<file path="config.mk">
export PLATFORM = sky130hd
export DESIGN_NAME = seg7_scan_flat
export DESIGN_NICKNAME = d
export VERILOG_FILES = /design/src/rtl/seg7_scan_if.sv /design/src/rtl/seg7_scan.sv /design/src/flat_wrapper.sv
export SDC_FILE = /design/constraint.sdc
export NUM_CORES = 1
export LEC_CHECK = 0
export BUFFER_PORTS_ARGS = -buffer_cell sky130_fd_sc_hd__buf_2
export CAP_MARGIN = 5
export CORE_MARGIN = 3
export CORE_UTILIZATION = 48
export DETAILED_ROUTE_END_ITERATION = 12
export GPL_TIMING_DRIVEN = 0
export MAX_ROUTING_LAYER = met4
export PLACE_DENSITY = 0.77
export SLEW_MARGIN = 20
export SYNTH_ARGS = -nofsm -noshare
export SYNTH_HDL_FRONTEND = slang
export SYNTH_SLANG_ARGS = --single-unit
</file>
<file path="constraint.sdc">
create_clock -name clk -period 3.85 [get_ports clk]
set_input_delay 0.385 -clock clk [delete_from_list [all_inputs] [get_ports clk]]
set_output_delay 0.385 -clock clk [all_outputs]
set_load 0.03 [all_outputs]
</file>
<file path="src/rtl/seg7_scan_if.sv">
// Signal bundle between the scanner and its surroundings: the divided tick and
// the digit data come in, the anode/cathode pin drives and frame marker go out.
interface seg7_scan_if #(
    parameter int NUM_DIGITS = 8
);
    logic                    tick_clk;
    logic [4*NUM_DIGITS-1:0] digits;
    logic [NUM_DIGITS-1:0]   dp_in;
    logic [NUM_DIGITS-1:0]   blank;
    logic [NUM_DIGITS-1:0]   an;
    logic [6:0]              seg;
    logic                    dp;
    logic                    frame_start;

    modport master (
        output tick_clk, digits, dp_in, blank,
        input  an, seg, dp, frame_start
    );

    modport slave (
        input  tick_clk, digits, dp_in, blank,
        output an, seg, dp, frame_start
    );
endinterface

</file>
<file path="src/rtl/seg7_scan.sv">
// Seven-segment scanner: steps one digit per rising edge of the (synchronised)
// divided tick, with a one-clk dark gap between digits to suppress ghosting.
module seg7_scan #(
    parameter int NUM_DIGITS = 8,
    parameter bit ACTIVE_LOW = 1'b1
) (
    input  logic       clk,
    input  logic       reset,
    seg7_scan_if.slave bus
);
    // state | meaning
    // BLANK | one-clk inter-digit gap: anodes, segments and dp all dark
    // SHOW  | selected digit driven until the next tick_rise

    localparam int                    IDX_W    = $clog2(NUM_DIGITS);
    localparam logic [IDX_W-1:0]      IDX_LAST = IDX_W'(NUM_DIGITS - 1);
    localparam logic [NUM_DIGITS-1:0] AN_OFF   = {NUM_DIGITS{ACTIVE_LOW}};
    localparam logic [6:0]            SEG_OFF  = {7{ACTIVE_LOW}};
    localparam logic                  DP_OFF   = ACTIVE_LOW;

    generate
        if (NUM_DIGITS < 2 || NUM_DIGITS > 16) begin : g_bad_num_digits
            $error("seg7_scan: NUM_DIGITS must lie in 2..16");
        end
    endgenerate

    typedef enum logic {
        ST_BLANK = 1'b0,
        ST_SHOW  = 1'b1
    } state_t;

    function automatic logic [6:0] hex_decode(input logic [3:0] nib);
        logic [6:0] s;
        case (nib)
            4'h0:    s = 7'b0111111;
            4'h1:    s = 7'b0000110;
            4'h2:    s = 7'b1011011;
            4'h3:    s = 7'b1001111;
            4'h4:    s = 7'b1100110;
            4'h5:    s = 7'b1101101;
            4'h6:    s = 7'b1111101;
            4'h7:    s = 7'b0000111;
            4'h8:    s = 7'b1111111;
            4'h9:    s = 7'b1101111;
            4'hA:    s = 7'b1110111;
            4'hB:    s = 7'b1111100;
            4'hC:    s = 7'b0111001;
            4'hD:    s = 7'b1011110;
            4'hE:    s = 7'b1111001;
            4'hF:    s = 7'b1110001;
            default: s = 7'b0000000;
        endcase
        return s;
    endfunction

    state_t                state_q, state_d;
    logic [IDX_W-1:0]      idx_q, idx_d;
    logic                  tick_meta_q, tick_meta_d;
    logic                  tick_sync_q, tick_sync_d;
    logic                  tick_prev_q, tick_prev_d;
    logic                  tick_rise_q, tick_rise_d;
    logic [NUM_DIGITS-1:0] an_q, an_d;
    logic [6:0]            seg_q, seg_d;
    logic                  dp_q, dp_d;
    logic                  frame_q, frame_d;

    logic [3:0]            sel_nib;
    logic                  sel_dp;
    logic                  sel_blank;
    logic [NUM_DIGITS-1:0] sel_onehot;
    logic [IDX_W-1:0]      idx_next;

    always_comb begin
        sel_nib    = bus.digits[{idx_q, 2'b00} +: 4];
        sel_dp     = bus.dp_in[idx_q];
        sel_blank  = bus.blank[idx_q];
        sel_onehot = NUM_DIGITS'(1) << idx_q;
        idx_next   = (idx_q == IDX_LAST) ? '0 : idx_q + 1'b1;
    end

    // The tick is treated as data: two-flop synchroniser, then a registered edge pulse.
    always_comb begin
        tick_meta_d = bus.tick_clk;
        tick_sync_d = tick_meta_q;
        tick_prev_d = tick_sync_q;
        tick_rise_d = tick_sync_q & ~tick_prev_q;
    end

    // Pin registers are loaded at state entry, so they already hold pin polarity.
    always_comb begin
        state_d = state_q;
        idx_d   = idx_q;
        an_d    = an_q;
        seg_d   = seg_q;
        dp_d    = dp_q;
        frame_d = 1'b0;

        case (state_q)
            ST_BLANK: begin
                state_d = ST_SHOW;
                frame_d = (idx_q == '0);
                if (sel_blank) begin
                    an_d  = AN_OFF;
                    seg_d = SEG_OFF;
                    dp_d  = DP_OFF;
                end else begin
                    an_d  = sel_onehot ^ AN_OFF;
                    seg_d = hex_decode(sel_nib) ^ SEG_OFF;
                    dp_d  = sel_dp ^ DP_OFF;
                end
            end
            ST_SHOW: begin
                if (tick_rise_q) begin
                    state_d = ST_BLANK;
                    idx_d   = idx_next;
                    an_d    = AN_OFF;
                    seg_d   = SEG_OFF;
                    dp_d    = DP_OFF;
                end
            end
            default: begin
                state_d = ST_BLANK;
                an_d    = AN_OFF;
                seg_d   = SEG_OFF;
                dp_d    = DP_OFF;
            end
        endcase
    end

    always_ff @(posedge clk or posedge reset) begin
        if (reset) begin
            state_q     <= ST_BLANK;
            idx_q       <= IDX_LAST;
            tick_meta_q <= 1'b0;
            tick_sync_q <= 1'b0;
            tick_prev_q <= 1'b0;
            tick_rise_q <= 1'b0;
            an_q        <= AN_OFF;
            seg_q       <= SEG_OFF;
            dp_q        <= DP_OFF;
            frame_q     <= 1'b0;
        end else begin
            state_q     <= state_d;
            idx_q       <= idx_d;
            tick_meta_q <= tick_meta_d;
            tick_sync_q <= tick_sync_d;
            tick_prev_q <= tick_prev_d;
            tick_rise_q <= tick_rise_d;
            an_q        <= an_d;
            seg_q       <= seg_d;
            dp_q        <= dp_d;
            frame_q     <= frame_d;
        end
    end

    assign bus.an          = an_q;
    assign bus.seg         = seg_q;
    assign bus.dp          = dp_q;
    assign bus.frame_start = frame_q;
endmodule

</file>
<file path="src/flat_wrapper.sv">
// flat-port wrapper written by rule: the top's interface ports become plain ports
module seg7_scan_flat 
#(
    parameter int NUM_DIGITS = 8,
    parameter bit ACTIVE_LOW = 1'b1
)
  (clk, reset, bus_tick_clk, bus_digits, bus_dp_in, bus_blank, bus_an, bus_seg, bus_dp, bus_frame_start);
  seg7_scan_if #(.NUM_DIGITS(NUM_DIGITS)) bus_i ();
  input  logic clk;
  input  logic reset;
  input wire logic [$bits(bus_i.tick_clk)-1:0] bus_tick_clk;
  input wire logic [$bits(bus_i.digits)-1:0] bus_digits;
  input wire logic [$bits(bus_i.dp_in)-1:0] bus_dp_in;
  input wire logic [$bits(bus_i.blank)-1:0] bus_blank;
  output wire logic [$bits(bus_i.an)-1:0] bus_an;
  output wire logic [$bits(bus_i.seg)-1:0] bus_seg;
  output wire logic [$bits(bus_i.dp)-1:0] bus_dp;
  output wire logic [$bits(bus_i.frame_start)-1:0] bus_frame_start;
  assign bus_i.tick_clk = bus_tick_clk;
  assign bus_i.digits = bus_digits;
  assign bus_i.dp_in = bus_dp_in;
  assign bus_i.blank = bus_blank;
  assign bus_an = bus_i.an;
  assign bus_seg = bus_i.seg;
  assign bus_dp = bus_i.dp;
  assign bus_frame_start = bus_i.frame_start;
  seg7_scan #(.NUM_DIGITS(NUM_DIGITS), .ACTIVE_LOW(ACTIVE_LOW)) u_core (.clk(clk), .reset(reset), .bus(bus_i));
endmodule
</file>
==> run summary, run 1 <==
Vias: 1382
final-report max-slew violation count: 0
Hold Path Depth: 1
largest family of logic cells by synthesized area: multiplexers
largest net degree at the start of global routing: 26
WP data arrival: 3.27 ns
initial antenna violation count: 0
flops & latches, synth: 25
critical path fanouts, max: 10
CTS buffer count: 3
Final WS setup: 0.836 ns
commonest non-fill, non-tap cell in the layout: buf_2
Worst-path clk slew: 0.13 ns
final period utilization: 78.3%
ant diodes: 0
maxcap violations: 0
H-tree levels: 1
Least-Margin Pin Slew: 0.899 ns
vias per std cell: 5.30
fmax: 332 MHz
hold buffer count at cts: 0
Final setup violation count: 0
Worst path max stage delay: 0.59 ns
area share of xor/xnor cells in the synthesized design: 0.526%
M3 GR Usage: 3.64%
post-synthesis adder-cell area fraction: 9.01%
Fin Setup TNS: 0 ns
Remaining DRCs: 0
Mapped Avg Cell Area: 11.4 µm²
Levels on crit path: 9
final hold violation count: 0
Core ar.: 0.00318 mm²
Post-CTS Resized: 0
complex-gate fraction of the synthesized area: 13.6%
die height: 64.9 µm
setup slack at placement: 0.855 ns
worst-path cell chain: buf_6 -> buf_6 -> mux4_2 -> mux2i_1 -> inv_1 -> ha_1 -> a21bo_2 -> a21oi_1 -> o32a_1
CP dominant cell by count: buf_6
final net count: 281
Mapped Cells: 146
dpl cells: 257
grt peak-use layer: met2
Initial DRC Count: 125
1st-pass router iterations: 4
Post-Route WL: 3.93 mm
M2 GR Usage: 34.2%
clock sinks: 25
CTS max path bufs: 2
Post-DP Area: 0.00206 mm²
GR Layer Usage met1: 25.4%
Post-CTS Setup Inserts: 0
Critical Path Start Type: flop
Root Buffer: clkbuf_4
Non-Filler Instances: 261
Final Skew: 0.00983 ns
Layout area overhead: 25.0%
Design Area, Final: 0.00208 mm²
remaining antenna violation count: 0
Placer Congestion: 0.925
Total Routing Usage GR: 20.2%
# rows: 20
r2r worst-path depth: 9
Post-Synth Simple-Gate Area: 12.3%
commonest non-fill, non-tap cells in the layout: buf_2 (69), dfstp_2 (19), nor2_1 (16), a21oi_1 (13), ha_1 (12)
clk_lat worst skew: 0.32 ns
WP data required: 4.11 ns
Chip Width: 64.9 µm
first-pass GRT wire length: 6.54 mm
status: finished, final reports clean
register area share after synthesis: 39.0%
PortBufs: 67
CP top delay family: multiplexers
Yosys Warn Count: 0
Slew Limit Headroom: 40.0%
total die area: 0.00422 mm²
Cell Area, Synth: 0.00167 mm²
GRT overflow: 0
Tmin final: 3.01 ns
P_leak: 0.937 nW
CP endpoint kind: flop
I/O pin count: 68
RSZ-0062 raised after global routing: no
Bufs and invs on worst path: 3
worst hold path type: input port to flop
post-synthesis mux area share: 20.0%
CTS tree: built
crit path max-delay cell type: dfstp_2
pwr dens: 710 mW/mm²
Wirelength per Cell: 15.1 µm
Unique masters post-synth: 41
share of cells above drive strength 1: 54.8%
Post-Syn Nets: 209
Initial Util: 52.4%
Worst VDD drop: 300 µV
Final HPWL DP: 3.21 mm
vias in the first global route: 1435
fillcell total: 266
Crit Path Category: flop to flop
[kinds of logic after synthesis]
family	count (synthesis)
AO/OA/AOI/OAI	31
XOR/XNOR	1
adder cells (fa/ha/maj)	12
buffers and inverters	17
flip-flops	25
multiplexers	19
AND/OR/NAND/NOR	41
[area by class of cell]
class	instances	area, µm²	area share [%]
Inverter	9	33.8	1.62
Clock buffer	4	26.3	1.26
Sequential cell	25	649	31.2
Buffer	8	58.8	2.82
Tap cell	44	55.1	2.64
Timing Repair Buffer	67	335	16.1
Multi-Input combinational cell	104	925	44.4
[sequential cells by signal (all words and copies together), names as in the netlist]
name                    cells
u_core.bus.seg              7
u_core.bus.dp               1
u_core.bus.an               8
u_core.tick_prev_d          1
u_core.tick_prev_q          1
u_core.tick_rise_q          1
u_core.tick_meta_q          1
u_core.bus.frame_start      1
u_core.idx_q                3
u_core.state_q              1
[power breakdown]
group,internal (W),switching [W]
clock network,0.0000406,0.0000784
registers,0.000368,0.0000433
logic,0.000392,0.000556
total,0.000801,0.000678
[layer usage]
layer / vias to the layer above / wire length, µm / share of wire, %
li1: 671 / - / -
met5: - / 0 / 0
met1: 649 / 1640 / 42
met4: 0 / 62 / 1.6
met3: 9 / 205 / 5.2
met2: 53 / 2020 / 51
[Yosys cell counts, drive strengths merged]
library cell	number	share of area [%]
dfstp	19	30
nor2	18	4.4
a21oi	13	3.9
ha	12	9.0
mux4	10	14
inv	9	2.0
mux2i	7	5.2
nand2	7	1.6
buf	6	3.1
dfrtp	6	9.0
nor3	5	2.1
a31oi	4	1.5
nor2b	3	1.1
a2111oi	2	2.3
and2	2	0.75
clkbuf	2	0.45
mux2	2	1.4
nand2b	2	0.75
o211ai	2	0.90
o21ai	2	0.60
a21bo	1	0.60
a21o	1	0.45
a221oi	1	0.53
a22oi	1	0.75
a2bb2oi	1	0.53
nand3	1	0.30
nand4b	1	0.53
nor3b	1	0.45
o22a	1	0.53
o31ai	1	0.45
o32a	1	0.60
or3	1	0.38
xnor2	1	0.53
[worst reg2reg max path, cell delays in order (launching register included)]
cell and delay [ns]:
dfstp_2 0.59, buf_6 0.16, buf_6 0.18, mux4_2 0.51
mux2i_1 0.52, inv_1 0.15, ha_1 0.28, a21bo_2 0.20
a21oi_1 0.05, o32a_1 0.32
[path summary, 6_finish.rpt]
path | start | endpoint | slack, ns
setup / recovery | u_core.idx_q[0] | u_core.bus.seg[5] | 0.84
hold / removal | bus_tick_clk | u_core.tick_meta_q | 0.16
setup reg to reg | u_core.idx_q[0] | u_core.bus.seg[5] | 0.84
hold reg to reg | u_core.tick_meta_q | u_core.tick_prev_d | 0.37
max in group asynchronous | reset | u_core.bus.frame_start | 3.07
min in group asynchronous | reset | u_core.state_q | 0.24
[per-stage QoR]
step | hold WS, ns | util [%] | power (W)
6_report | 0.161 | 65.6 | 0.00148
5_1_grt | 0.143 | 65.6 | 0.00159
4_1_cts | 0.157 | 65.6 | 0.00148
3_5_place_dp | 0.346 | 64.7 | 0.00136
3_3_place_gp | 0.337 | 64.7 | 0.00133
2_1_floorplan | 0.331 | - | 0.00115
Power figures use the tool's default switching activity.
==> inputs of run 2 (changes only) <==
Settings changed: ABC_AREA set to 1, CORE_UTILIZATION 48 to 46, PLACE_DENSITY 0.77 to 0.74.
Clock period 3.85 ns to 2.6 ns, I/O delays scaled along.
==> run summary, run 2 <==
Worst Hold Path EP: u_core.tick_meta_q
# rows: 23 (+15%)
Vias: 1912 (+38%)
fmax: 467 MHz (+41%)
Final Skew: 0.00544 ns (-0.00439 ns)
Initial Util: 48.9% (-3.6 points)
Post-synth EDFFs: 0 (unchanged)
status: finished, final reports clean
Post-Route WL: 4.78 mm (+22%)
hold buffer count at cts: 0 (unchanged)
reg2reg start: u_core.idx_q[1]
WP data arrival: 2.36 ns (-0.91 ns)
commonest non-fill, non-tap cells in the layout: nand2_1 (80), buf_2 (69), inv_1 (42), nand3_1 (29), nor2_1 (23)
clk_lat worst skew: 0.27 ns (-0.05 ns)
I/O pin count: 68 (unchanged)
CTS max path bufs: 2 (unchanged)
RSZ-0062 raised after global routing: no
vias in the first global route: 1881 (+31%)
Remaining DRCs: 0 (unchanged)
Root Buffer: clkbuf_8
critical path fanouts, max: 11 (+1)
final period utilization: 82.3% (+4.0 points)
register area share after synthesis: 32.3% (-6.7 points)
most area-consuming cells after synthesis: dfstp_2 (25%), nand2_1 (15%), inv_1 (7.8%)
Wirelength per Cell: 12.0 µm (-20%)
ys async rst share: 100% (unchanged)
Cell Area, Synth: 0.00201 mm² (+21%)
Bufs and invs on worst path: 4 (+1)
Unique masters post-synth: 29 (-29%)
Chip Width: 72.1 µm (+11%)
CP endpoint kind: flop
maxcap violations: 0 (unchanged)
Initial DRC Count: 110 (-12%)
total die area: 0.00520 mm² (+23%)
Yosys top cell area share: 24.8% (-5.1 points)
Post-Syn Nets: 341 (+63%)
worst hold path type: input port to flop
Core ar.: 0.00412 mm² (+29%)
H-tree levels: 1 (unchanged)
share of cells above drive strength 1: 37.8% (-17 points)
Post-CTS Resized: 0 (unchanged)
top cells by count, synth: nand2_1 (80), inv_1 (42), nand3_1 (29)
clock sinks: 25 (unchanged)
Non-Filler Instances: 399 (+53%)
ant diodes: 0 (unchanged)
CP top delay family: flip-flops
worst r2r dst: u_core.bus.seg[0]
CTS tree: built
Yosys Warn Count: 0 (unchanged)
Fin Setup TNS: 0 ns (unchanged)
first-pass GRT wire length: 8.16 mm (+25%)
Mapped Avg Cell Area: 7.24 µm² (-37%)
most common cell in the netlist: nand2_1
final hold slack: 0.0845 ns (-0.0764 ns)
initial antenna violation count: 0 (unchanged)
final-report max-slew violation count: 0 (unchanged)
Worst VDD drop: 523 µV (+74%)
final core utilization: 59.8% (-5.8 points)
pwr dens: 1090 mW/mm² (+53%)
max reg flops: 8 (unchanged)
Total Routing Usage GR: 20.0% (-0.25 points)
Mapped Cells: 278 (+90%)
CP dominant cell by count: nand3_1
worst reg-to-reg setup slack: 0.46 ns (-0.38 ns)
CTS buffer count: 3 (unchanged)
Crit Path Category: flop to flop
top_reg_cell synth: dfstp_2
Final setup violation count: 0 (unchanged)
fillcell total: 412 (+55%)
r2r worst-path depth: 12 (+3)
Slew Limit Headroom: 39.0% (-0.99 points)
setup slack at placement: 0.470 ns (-0.385 ns)
flops & latches, synth: 25 (unchanged)
final net count: 413 (+47%)
Worst-path clk slew: 0.10 ns (-0.03 ns)
Final HPWL DP: 3.68 mm (+15%)
final hold violation count: 0 (unchanged)
PortBufs: 67 (unchanged)
Placer Congestion: 0.960 (+3.8%)
Least-Margin Pin Slew: 0.914 ns (+0.0148 ns)
GRT overflow: 0 (unchanged)
HP Start: bus_tick_clk
Layout area overhead: 22.3%
Final WS setup: 0.461 ns (-0.375 ns)
biggest area consumer among synthesized cells: dfstp_2
commonest non-fill, non-tap cell in the layout: nand2_1
remaining antenna violation count: 0 (unchanged)
WP data required: 2.82 ns (-1.29 ns)
Tmin final: 2.14 ns (-0.875 ns)
largest net degree at the start of global routing: 26 (unchanged)
Worst path max stage delay: 0.60 ns (about the same)
Post-CTS Setup Inserts: 0 (unchanged)
worst setup path start: u_core.idx_q[1]
dpl cells: 395 (+54%)
vias per std cell: 4.79 (-9.5%)
Hold Path Depth: 1 (unchanged)
1st-pass router iterations: 4 (unchanged)
worst-path cell chain: inv_2 -> buf_2 -> nand3_1 -> nand2_1 -> o21ai_2 -> ha_1 -> inv_1 -> nand3_1 -> nand3_1 -> nand3_1 -> nand2_1 -> inv_1
crit path max-delay cell type: dfstp_2
Critical Path Start Type: flop
P_leak: 1.30 nW (+39%)
die height: 72.1 µm (+11%)
==> run 2: cell types whose count changed after synthesis, moves of 7 or more <==
| cell | previous run | this run |
|---|---|---|
| a21oi_1 | 13 | 5 |
| inv_1 | 4 | 42 |
| mux4_2 | 10 | 0 |
| nand2_1 | 7 | 80 |
| nand2_2 | 0 | 10 |
| nand3_1 | 1 | 29 |
| nor2_1 | 16 | 23 |
| o21ai_0 | 2 | 9 |
| o22ai_1 | 0 | 8 |
==> run 2: kinds of logic (layout without fill, tap and decap cells) <==
logic type | after synthesis | in the layout | synth area share (%)
buffers and inverters | 56 | 127 | 14.1
adder cells (fa/ha/maj) | 12 | 12 | 7.46
AO/OA/AOI/OAI | 26 | 26 | 7.52
AND/OR/NAND/NOR | 159 | 159 | 38.7
flip-flops | 25 | 25 | 32.3
==> run 2: area by class of cell <==
class,instances,area (µm²),area share (%)
buffer,10,101,4.12
clock buffer,3,41.3,1.68
clock inverter,1,8.76,0.356
inverter,46,181,7.38
multi-input combinational,197,1080,43.9
sequential,25,649,26.4
tap,50,62.6,2.54
timing repair buffer,67,335,13.6
==> run 2: how the worst max path moves through the flow <==
stage	to	slack [ns]	cells past startpoint
final	u_core.bus.seg[0]	0.46	12
after floorplan	u_core.bus.seg[3]	0.68	15
after global placement	u_core.bus.seg[0]	0.46	12
after detailed placement	u_core.bus.seg[3]	0.47	15
after CTS	u_core.bus.seg[3]	0.44	15
after global routing	u_core.bus.seg[3]	0.23	15
==> run 2: metal layers <==
metal	wire, µm	global-route usage, %	up-vias
met3	250	3.19	2
met1	2080	24.6	849
met2	2440	35.3	55
met5	0	-	-
li1	-	-	1006
met4	10	2.51	0
==> run 2: where the power goes <==
part	internal (W)	switching (W)	leakage [nW]
Clock	0.000112	0.000133	0.0261
Combinational	0.000638	0.00117	1.01
Sequential	0.000555	0.0000723	0.272
==> run 2: per-stage QoR <==
step                      total power (W)  area, µm²
after global placement            0.00242       2410
after global routing              0.00296       2460
after detailed placement          0.00244       2410
final                             0.00268       2460
after floorplan                   0.00206       2010
after CTS                         0.00270       2460
